**src/rtl/aes_job_scheduler.sv**
```systemverilog
`default_nettype none
// ============================================================================
// Module      : aes_job_scheduler
// Description : Shares one AES core between two requesters. Jobs are only
//               issued once the key schedule is valid. Port selection is
//               round-robin. The scheduler drives the core's start pulse and
//               returns each result tagged with the ID of its requester.
// Revision    : 1.0 - initial release
// ----------------------------------------------------------------------------
// Parameters  : TIMEOUT_CYCLES - longest WAIT time before a job is aborted
//               (used only when AES_SCHED_TIMEOUT_EN is defined)
// Optional    : `define AES_SCHED_TIMEOUT_EN adds a WAIT watchdog counter
// Ports       :
//   clk, reset                 clock, synchronous active-high reset
//   req_valid/req_dec [1:0]    per-port request and opcode (1 = decrypt)
//   req_data0/req_data1        per-port 128-bit input blocks
//   req_ready [1:0]            per-port accept, one-hot or zero
//   resp_valid/id/data/err     tagged result; held until resp_ready
//   aes_pt_valid/aes_pt_encr   encrypt start pulse and block to core
//   aes_ct_valid/aes_ct_decr   decrypt start pulse and block to core
//   aes_ct_rdy/aes_ct_encr     encrypt done and result from core
//   aes_pt_rdy/aes_pt_decr     decrypt done and result from core
//   aes_key_exp_status         round keys valid
//   aes_error                  core error flag
//   busy, jobs_done            activity flag, saturating response count
// ============================================================================
module aes_job_scheduler #(
    parameter int unsigned TIMEOUT_CYCLES = 1023
) (
    input  logic         clk,
    input  logic         reset,
    input  logic [1:0]   req_valid,
    input  logic [1:0]   req_dec,
    input  logic [127:0] req_data0,
    input  logic [127:0] req_data1,
    output logic [1:0]   req_ready,
    output logic         resp_valid,
    output logic         resp_id,
    output logic [127:0] resp_data,
    output logic         resp_err,
    input  logic         resp_ready,
    output logic         aes_pt_valid,
    output logic [127:0] aes_pt_encr,
    output logic         aes_ct_valid,
    output logic [127:0] aes_ct_decr,
    input  logic         aes_ct_rdy,
    input  logic [127:0] aes_ct_encr,
    input  logic         aes_pt_rdy,
    input  logic [127:0] aes_pt_decr,
    input  logic         aes_key_exp_status,
    input  logic         aes_error,
    output logic         busy,
    output logic [15:0]  jobs_done
);

    typedef enum logic [1:0] {
        S_IDLE  = 2'd0,
        S_ISSUE = 2'd1,
        S_WAIT  = 2'd2,
        S_RESP  = 2'd3
    } state_e;

    state_e         state_q, state_d;
    logic           rr_q, rr_d;
    logic           dec_q, dec_d;
    logic           id_q, id_d;
    logic           guard_q, guard_d;
    logic [127:0]   pt_q, pt_d;
    logic [127:0]   ct_q, ct_d;
    logic [127:0]   rdata_q, rdata_d;
    logic           rerr_q, rerr_d;
    logic [15:0]    cnt_q, cnt_d;

    logic           w_can_grant;
    logic           w_gnt;
    logic [127:0]   w_gnt_data;
    logic           w_done;
    logic [127:0]   w_result;
    logic           w_timeout;

    // Port rr has priority; the other port wins only if rr is not requesting.
    assign w_can_grant = (|req_valid) & aes_key_exp_status & ~aes_error;
    assign w_gnt       = req_valid[rr_q] ? rr_q : ~rr_q;
    assign w_gnt_data  = w_gnt ? req_data1 : req_data0;

    // Only the done line that matches the job's opcode is observed.
    assign w_done   = dec_q ? aes_pt_rdy  : aes_ct_rdy;
    assign w_result = dec_q ? aes_pt_decr : aes_ct_encr;

`ifdef AES_SCHED_TIMEOUT_EN
    localparam int CNT_W = (TIMEOUT_CYCLES < 2) ? 1 : $clog2(TIMEOUT_CYCLES + 1);

    logic [CNT_W-1:0] wcnt_q, wcnt_d;

    // wcnt_q holds the number of WAIT cycles already elapsed, so the job is
    // aborted on the TIMEOUT_CYCLES-th WAIT cycle.
    assign w_timeout = (state_q == S_WAIT) && (wcnt_q == CNT_W'(TIMEOUT_CYCLES - 1));

    always_comb begin
        wcnt_d = wcnt_q;
        if (state_q == S_ISSUE) begin
            wcnt_d = '0;
        end else if (state_q == S_WAIT) begin
            wcnt_d = wcnt_q + CNT_W'(1);
        end
    end

    always_ff @(posedge clk) begin
        if (reset) begin
            wcnt_q <= '0;
        end else begin
            wcnt_q <= wcnt_d;
        end
    end
`else
    logic unused_timeout;

    assign w_timeout      = 1'b0;
    assign unused_timeout = (TIMEOUT_CYCLES == 0);
`endif

    always_comb begin
        state_d      = state_q;
        rr_d         = rr_q;
        dec_d        = dec_q;
        id_d         = id_q;
        guard_d      = guard_q;
        pt_d         = pt_q;
        ct_d         = ct_q;
        rdata_d      = rdata_q;
        rerr_d       = rerr_q;
        cnt_d        = cnt_q;
        req_ready    = 2'b00;
        aes_pt_valid = 1'b0;
        aes_ct_valid = 1'b0;

        case (state_q)
            S_IDLE: begin
                if (w_can_grant) begin
                    req_ready[w_gnt] = 1'b1;
                    dec_d            = req_dec[w_gnt];
                    id_d             = w_gnt;
                    if (req_dec[w_gnt]) begin
                        ct_d = w_gnt_data;
                    end else begin
                        pt_d = w_gnt_data;
                    end
                    state_d = S_ISSUE;
                end
            end

            S_ISSUE: begin
                aes_pt_valid = ~dec_q;
                aes_ct_valid = dec_q;
                guard_d      = 1'b1;
                state_d      = S_WAIT;
            end

            S_WAIT: begin
                guard_d = 1'b0;
                // The first WAIT cycle is skipped so that a done flag left over
                // from the core's previous operation is never mistaken for
                // this job's completion.
                if (!guard_q && aes_error) begin
                    rerr_d  = 1'b1;
                    rdata_d = '0;
                    state_d = S_RESP;
                end else if (!guard_q && w_done) begin
                    rerr_d  = 1'b0;
                    rdata_d = w_result;
                    state_d = S_RESP;
                end else if (w_timeout) begin
                    rerr_d  = 1'b1;
                    rdata_d = '0;
                    state_d = S_RESP;
                end
            end

            S_RESP: begin
                if (resp_ready) begin
                    rr_d = ~id_q;
                    if (cnt_q != 16'hFFFF) begin
                        cnt_d = cnt_q + 16'd1;
                    end
                    state_d = S_IDLE;
                end
            end

            default: begin
                state_d = S_IDLE;
            end
        endcase
    end

    always_ff @(posedge clk) begin
        if (reset) begin
            state_q <= S_IDLE;
            rr_q    <= 1'b0;
            dec_q   <= 1'b0;
            id_q    <= 1'b0;
            guard_q <= 1'b0;
            pt_q    <= '0;
            ct_q    <= '0;
            rdata_q <= '0;
            rerr_q  <= 1'b0;
            cnt_q   <= '0;
        end else begin
            state_q <= state_d;
            rr_q    <= rr_d;
            dec_q   <= dec_d;
            id_q    <= id_d;
            guard_q <= guard_d;
            pt_q    <= pt_d;
            ct_q    <= ct_d;
            rdata_q <= rdata_d;
            rerr_q  <= rerr_d;
            cnt_q   <= cnt_d;
        end
    end

    assign resp_valid  = (state_q == S_RESP);
    assign resp_id     = id_q;
    assign resp_data   = rdata_q;
    assign resp_err    = rerr_q;
    assign aes_pt_encr = pt_q;
    assign aes_ct_decr = ct_q;
    assign busy        = (state_q != S_IDLE);
    assign jobs_done   = cnt_q;

endmodule
`default_nettype wire
```
**config.mk**
```make
export PLATFORM = sky130hd
export DESIGN_NAME = aes_job_scheduler
export DESIGN_NICKNAME = d
export VERILOG_FILES = /design/src/rtl/aes_job_scheduler.sv
export SDC_FILE = /design/constraint.sdc
export NUM_CORES = 1
export LEC_CHECK = 0
export BUFFER_PORTS_ARGS = -buffer_cell sky130_fd_sc_hd__buf_2
export CAP_MARGIN = 0
export CORE_AREA = 2 2 361 363
export CTS_CLUSTER_SIZE = 20
export DETAILED_ROUTE_END_ITERATION = 7
export DIE_AREA = 0 0 363 365
export GPL_TIMING_DRIVEN = 0
export HOLD_SLACK_MARGIN = 0.02
export SLEW_MARGIN = 20
export SYNTH_ARGS = -nofsm -noshare
export SYNTH_HDL_FRONTEND = slang
export SYNTH_SLANG_ARGS = --single-unit
```
**constraint.sdc**
```tcl
create_clock -name clk -period 5.22 [get_ports clk]
set_clock_uncertainty 0.05 [all_clocks]
set_input_delay 1.044 -clock clk [delete_from_list [all_inputs] [get_ports clk]]
set_output_delay 1.044 -clock clk [all_outputs]
set_load 0.005 [all_outputs]
```
[Yosys cells after proc, flatten, opt, wreduce, memory -nomap -nowiden]
Index checks and enable logic that the tools add are counted.
Widths: inputs -> output; s select.
Word-level totals
  register bits after elaboration: 407
  latch bits: 0
  memory bits (writable): 0
  bits in read-only memories: 0
  bits of input ports: 523
  output and inout bits: 408
  logic and storage cells: 68
  memories: 0
Cells by class
  add/subtract/negate cells: 1
  multiply operators: 0
  div/mod/pow operators: 0
  magnitude comparators: 3
  equality and inequality tests: 7
  shift-type cells: 0
  multiplexer cells: 24
  bitwise gates (word level): 7
  reductions and logical operators: 16
Operator list (number)
  $mux 128: 4
  $add 16x1->16 const B: 1
  $ne 16x16->1 const B: 1
  $mux 2: 6
  $reduce_and 3->1: 4
  $mux 1: 11
  $pmux 2 s4: 1
  $reduce_and 2->1: 3
  $reduce_bool 2->1: 3
  $not 1->1: 5
  $eq 2x2->1 const B: 2
  $lt 1x2->1 const B: 2
  $logic_and 1x1->1: 3
  $ne 3x3->1 const B: 1
  $and 1x1->1: 2
  $eq 2x1->1 const B: 1
  $logic_not 2->1: 1
  $ne 2x1->1 const B: 1
  $ne 2x2->1 const B: 1
  $pmux 1 s2: 1
  $reduce_or 2->1: 1
  $demux 1 s1: 1
  $ge 1x1->1 const B: 1
  $logic_not 1->1: 1

[Longest topological paths before layout]
  depth after elaboration: 9
  mapped depth: 8
  mapped depth without buffers: 5

[Least setup slack after synthesis]
No wires, ideal clock.
  path kind: input-to-output
  from: input req_valid[0]
  to: output req_ready[1]
  arrival time: 2.007 ns
  required time: 4.126 ns
  path slack: 2.119 ns
  stages: 5
  path buffers: 3
  cells stage by stage: o2111ai_1 > buf_2 > buf_2 > clkbuf_1 > a21oi_1
On the way
  word-level cells in the longest chain between the ends: 9
  elaborated cells on any way between the ends: 13
RTL lines
  start, declared: line 32  | input logic [1:0] req_valid,
  $mux 1 (not written as such) (2 in a row): line 83  | assign w_gnt = req_valid[rr_q] ? rr_q : ~rr_q;
  $mux 1: line 83
  $lt 1x2->1 (not written as such) / $ge 1x1->1 (equally long branches): line 140  | req_ready[w_gnt] = 1'b1;
  $logic_and 1x1->1 (not written as such): line 140
  $mux 1 (not written as such): line 140
  $demux 1 s1: line 140
  $mux 2 (*): line 139  | if (w_can_grant) begin
  $mux 2 (*): line 137  | case (state_q)
  end, declared: line 36  | output logic [1:0] req_ready,
Every way passes the cells marked *; elsewhere a longest branch is shown, timed or not. The select of a mux whose other input is x is not followed.

[Final worst setup path]
Same ends and word-level chain as after synthesis.

==> impl_metrics.tcl <==
set metrics [dict create \
    outcome "finished, final reports clean" \
    seq_power_share_pct 34.7 \
    port-buffer-count 930 \
    worstPathCellList "buf_2 > o2111ai_1 > buf_2 > buf_2 > a21oi_1 > buf_2" \
    synth_top_area_share_pct 40.8 \
    period_minus_slack_ps 4630 \
    cts_made_buffers 52 \
    timing.rr.start "state_q[0]" \
    clockRootBuffer "clkbuf_16" \
    cts_resized 0 \
    path_common_cell "buf_2" \
    fin_crit_sh_pct 88.7 \
    setup.worst_path.end "req_ready[1]" \
    clk_pin_slew_ps 60 \
    grt_max_degree 20 \
    die_w_um 363 \
    synth_most_common_cell "dfxtp_1" \
    postCtsSetupRepairBufs 0 \
    switchingPower_uw 3660 \
    synth-edff-count 0 \
    irDropWorstVdd_v 0.000270 \
    drt-total-wl_um 136000 \
    cts_hold_buf 0 \
    cp-startpoint "req_valid[0]" \
    worst-path-buf-inv 4 \
    relSlewSlack_pct 16.5 \
    max-clock-path-buffers 3 \
    path_class "input pin to output pin" \
    drv_cap 0 \
    hold_viol 0 \
    cts_tree "yes" \
    synth_ff_type "dfxtp_1" \
    netlist_instances 2339 \
    place_inst 4945 \
    synth_top_cell_by_area "dfxtp_1" \
    die_h_um 365 \
    rsz0062_at_grt "no" \
    switching_share_pct 34.9 \
    met2_usage_pct 32.1 \
    ff2ff_path_depth 7 \
    hp-class "flop to flop" \
    seq_area_frac_synth_pct 40.8 \
    use_met3_pct 7.22 \
    synthArstFlopShare_pct 0 \
    slew_viol_final 0 \
    final_antenna_net_count 0 \
    critical_path_arrival_ps 3540 \
    wire_per_inst_um 26.8 \
    cp.depth 6 \
    syn_nets 2868 \
    grt_pass1_wl_um 179000 \
    drive_above_1_share_pct 33.5 \
    gp_congestion 0.959 \
    synthTopCellsByCount "dfxtp_1 (407), a211oi_1 (258), clkbuf_1 (186)" \
    yosysWarnings 0 \
    fmax_mhz 216 \
    slowest_stage "o2111ai_1" \
    max_slew.worst_pin.slew_ps 1220 \
    ys_ff_latch 407 \
    p_int_uw 6820 \
    dieArea_sq_mm 0.132 \
    antenna_found_initial 61 \
    num_vias 23500 \
    stdcell_count 5065 \
    crit_family "buffers and inverters" \
    finalSetupViolations 0 \
    drt_iter0_drc 1603 \
    rr_endpoint "aes_ct_decr[41]" \
    clock_latency_ps 610 \
    vias_per_cell 4.65 \
    grtUsageMet1_pct 22.2 \
    critPathMaxFanout 19 \
    tns_ps 0 \
    grt_most_used_layer "met2" \
    crit_path_end_kind "output pin" \
    nets 3852 \
    power.leakage_uw 0.0116 \
    grt_overflow_total 0 \
    synthDistinctLibCells 45 \
    worstSetupStartpointType "input pin" \
    power_density_mw_per_mm2 365 \
    synth.avg_cell_area_sq_um 8.55 \
    drc_errors 0 \
    worstPathRequired_ps 4130 \
    dr.pass1.iters 5 \
    hpwl_um 113000 \
    syn-cell-area_sq_mm 0.0200 \
    ctsHtreeMaxLevel 2 \
    syn_to_final_growth_pct 43.6 \
    fp.coreArea_sq_mm 0.129 \
    clkPwrFrac_pct 38.1 \
    comb_power_share_pct 27.2 \
    rows 132 \
    crit_path_max_incr_delay_ps 810 \
    cts_sinks 407 \
    r2r_slack_ps 1750 \
    io-pin-count 931 \
    grt_use_total_pct 19.2 \
    ys_top_cells_by_area "dfxtp_1 (41%), a211oi_1 (9.7%), mux2i_1 (6.5%), a2111oi_0 (5.2%), a21boi_0 (4.8%)" \
    initial_core_util_pct 15.5 \
    grt_pass1_vias 22500 \
]
-- routing by layer --
| layer | wire, um | vias up |
|---|---|---|
| met5 | 226 | - |
| met4 | 5530 | 32 |
| met3 | 14500 | 279 |
| met2 | 63300 | 1222 |
| met1 | 52300 | 11300 |
| li1 | - | 10700 |
-- cell type report --
class	instances	area (sq um)
Fill cell	14300	100000
Multi-Input combinational cell	1524	10100
Sequential cell	407	8150
Timing Repair Buffer	931	4660
Tap cell	1675	2100
Clock buffer	70	1530
Buffer	273	1280
Inverter	134	503
Clock inverter	25	339
Antenna cell	26	65.1
-- how the worst min path moves through the flow --
stage,startpoint,to,slack [ps],depth (start not counted)
after floorplan,resp_data[0],resp_data[0],400,2
after global placement,resp_data[85],resp_data[85],390,2
after detailed placement,resp_data[58],resp_data[58],390,2
after CTS,resp_data[58],resp_data[58],400,2
after global routing,resp_data[66],resp_data[66],410,2
final,resp_data[108],resp_data[108],400,2
-- placed cells by master, fill, tap and decap left out, types with 7 or more instances in the layout --
cell type,instances
a211oi_1,258
diode_2,26
a2111oi_0,112
nor2_1,138
bufinv_16,7
a21oi_1,143
inv_1,133
a21boi_0,128
o21ai_0,9
clkbuf_16,53
nand2_1,138
dfxtp_1,407
clkbuf_1,182
clkbuf_8,14
a2111oi_1,15
a31oi_1,128
buf_2,985
or3_1,136
buf_6,14
mux2i_1,130
and3_1,133
buf_4,19
-- per-stage QoR --
step	utilization, %	cell area, sq um	power (uW)	setup WS, ps	hold WS [ps]
4_1_cts	22.3	28600	10600	614	400
3_3_place_gp	20.8	26700	6520	-22.6	387
5_1_grt	22.3	28700	10900	612	413
2_1_floorplan	-	20000	5020	2120	398
3_5_place_dp	20.8	26800	6540	-20.1	392
6_report	22.3	28700	10500	589	400
-- state kept, by name (all words and copies together), names as in the netlist --
signal and flops:
resp_err 1, aes_ct_decr 128, resp_data 128, guard_q 1, rr_q 1, state_q 2
aes_pt_encr 128, dec_q 1, jobs_done 16, resp_id 1
-- worst register-to-register path: stages, from the launching register on --
cell,delay (ps)
dfxtp_1,330
inv_1,130
ha_1,280
o2111ai_1,530
buf_2,550
clkbuf_1,340
a2111oi_0,1010
a211oi_1,110
-- kinds of logic (layout without fill, tap and decap cells) --
group / after synthesis / count (layout) / share of synthesized area (%)
XOR/XNOR: 1 / 1 / 0.0438
multiplexers: 132 / 132 / 6.64
buffers and inverters: 408 / 1433 / 8.89
adder cells (fa/ha/maj): 6 / 6 / 0.376
other: 0 / 26 / 0
flip-flops: 407 / 407 / 40.8
AO/OA/AOI/OAI: 809 / 809 / 28.7
AND/OR/NAND/NOR: 576 / 576 / 14.6
-- power groups by stage --
stage          Clock [uW]  Sequential (uW)  Combinational, uW
2_1_floorplan           0             3680               1340
4_1_cts              4060             3630               2870
6_report             4000             3630               2850
3_5_place_dp            0             3690               2860
3_3_place_gp            0             3680               2840
5_1_grt              4170             3660               3080
(Power assumes the default switching activity.)
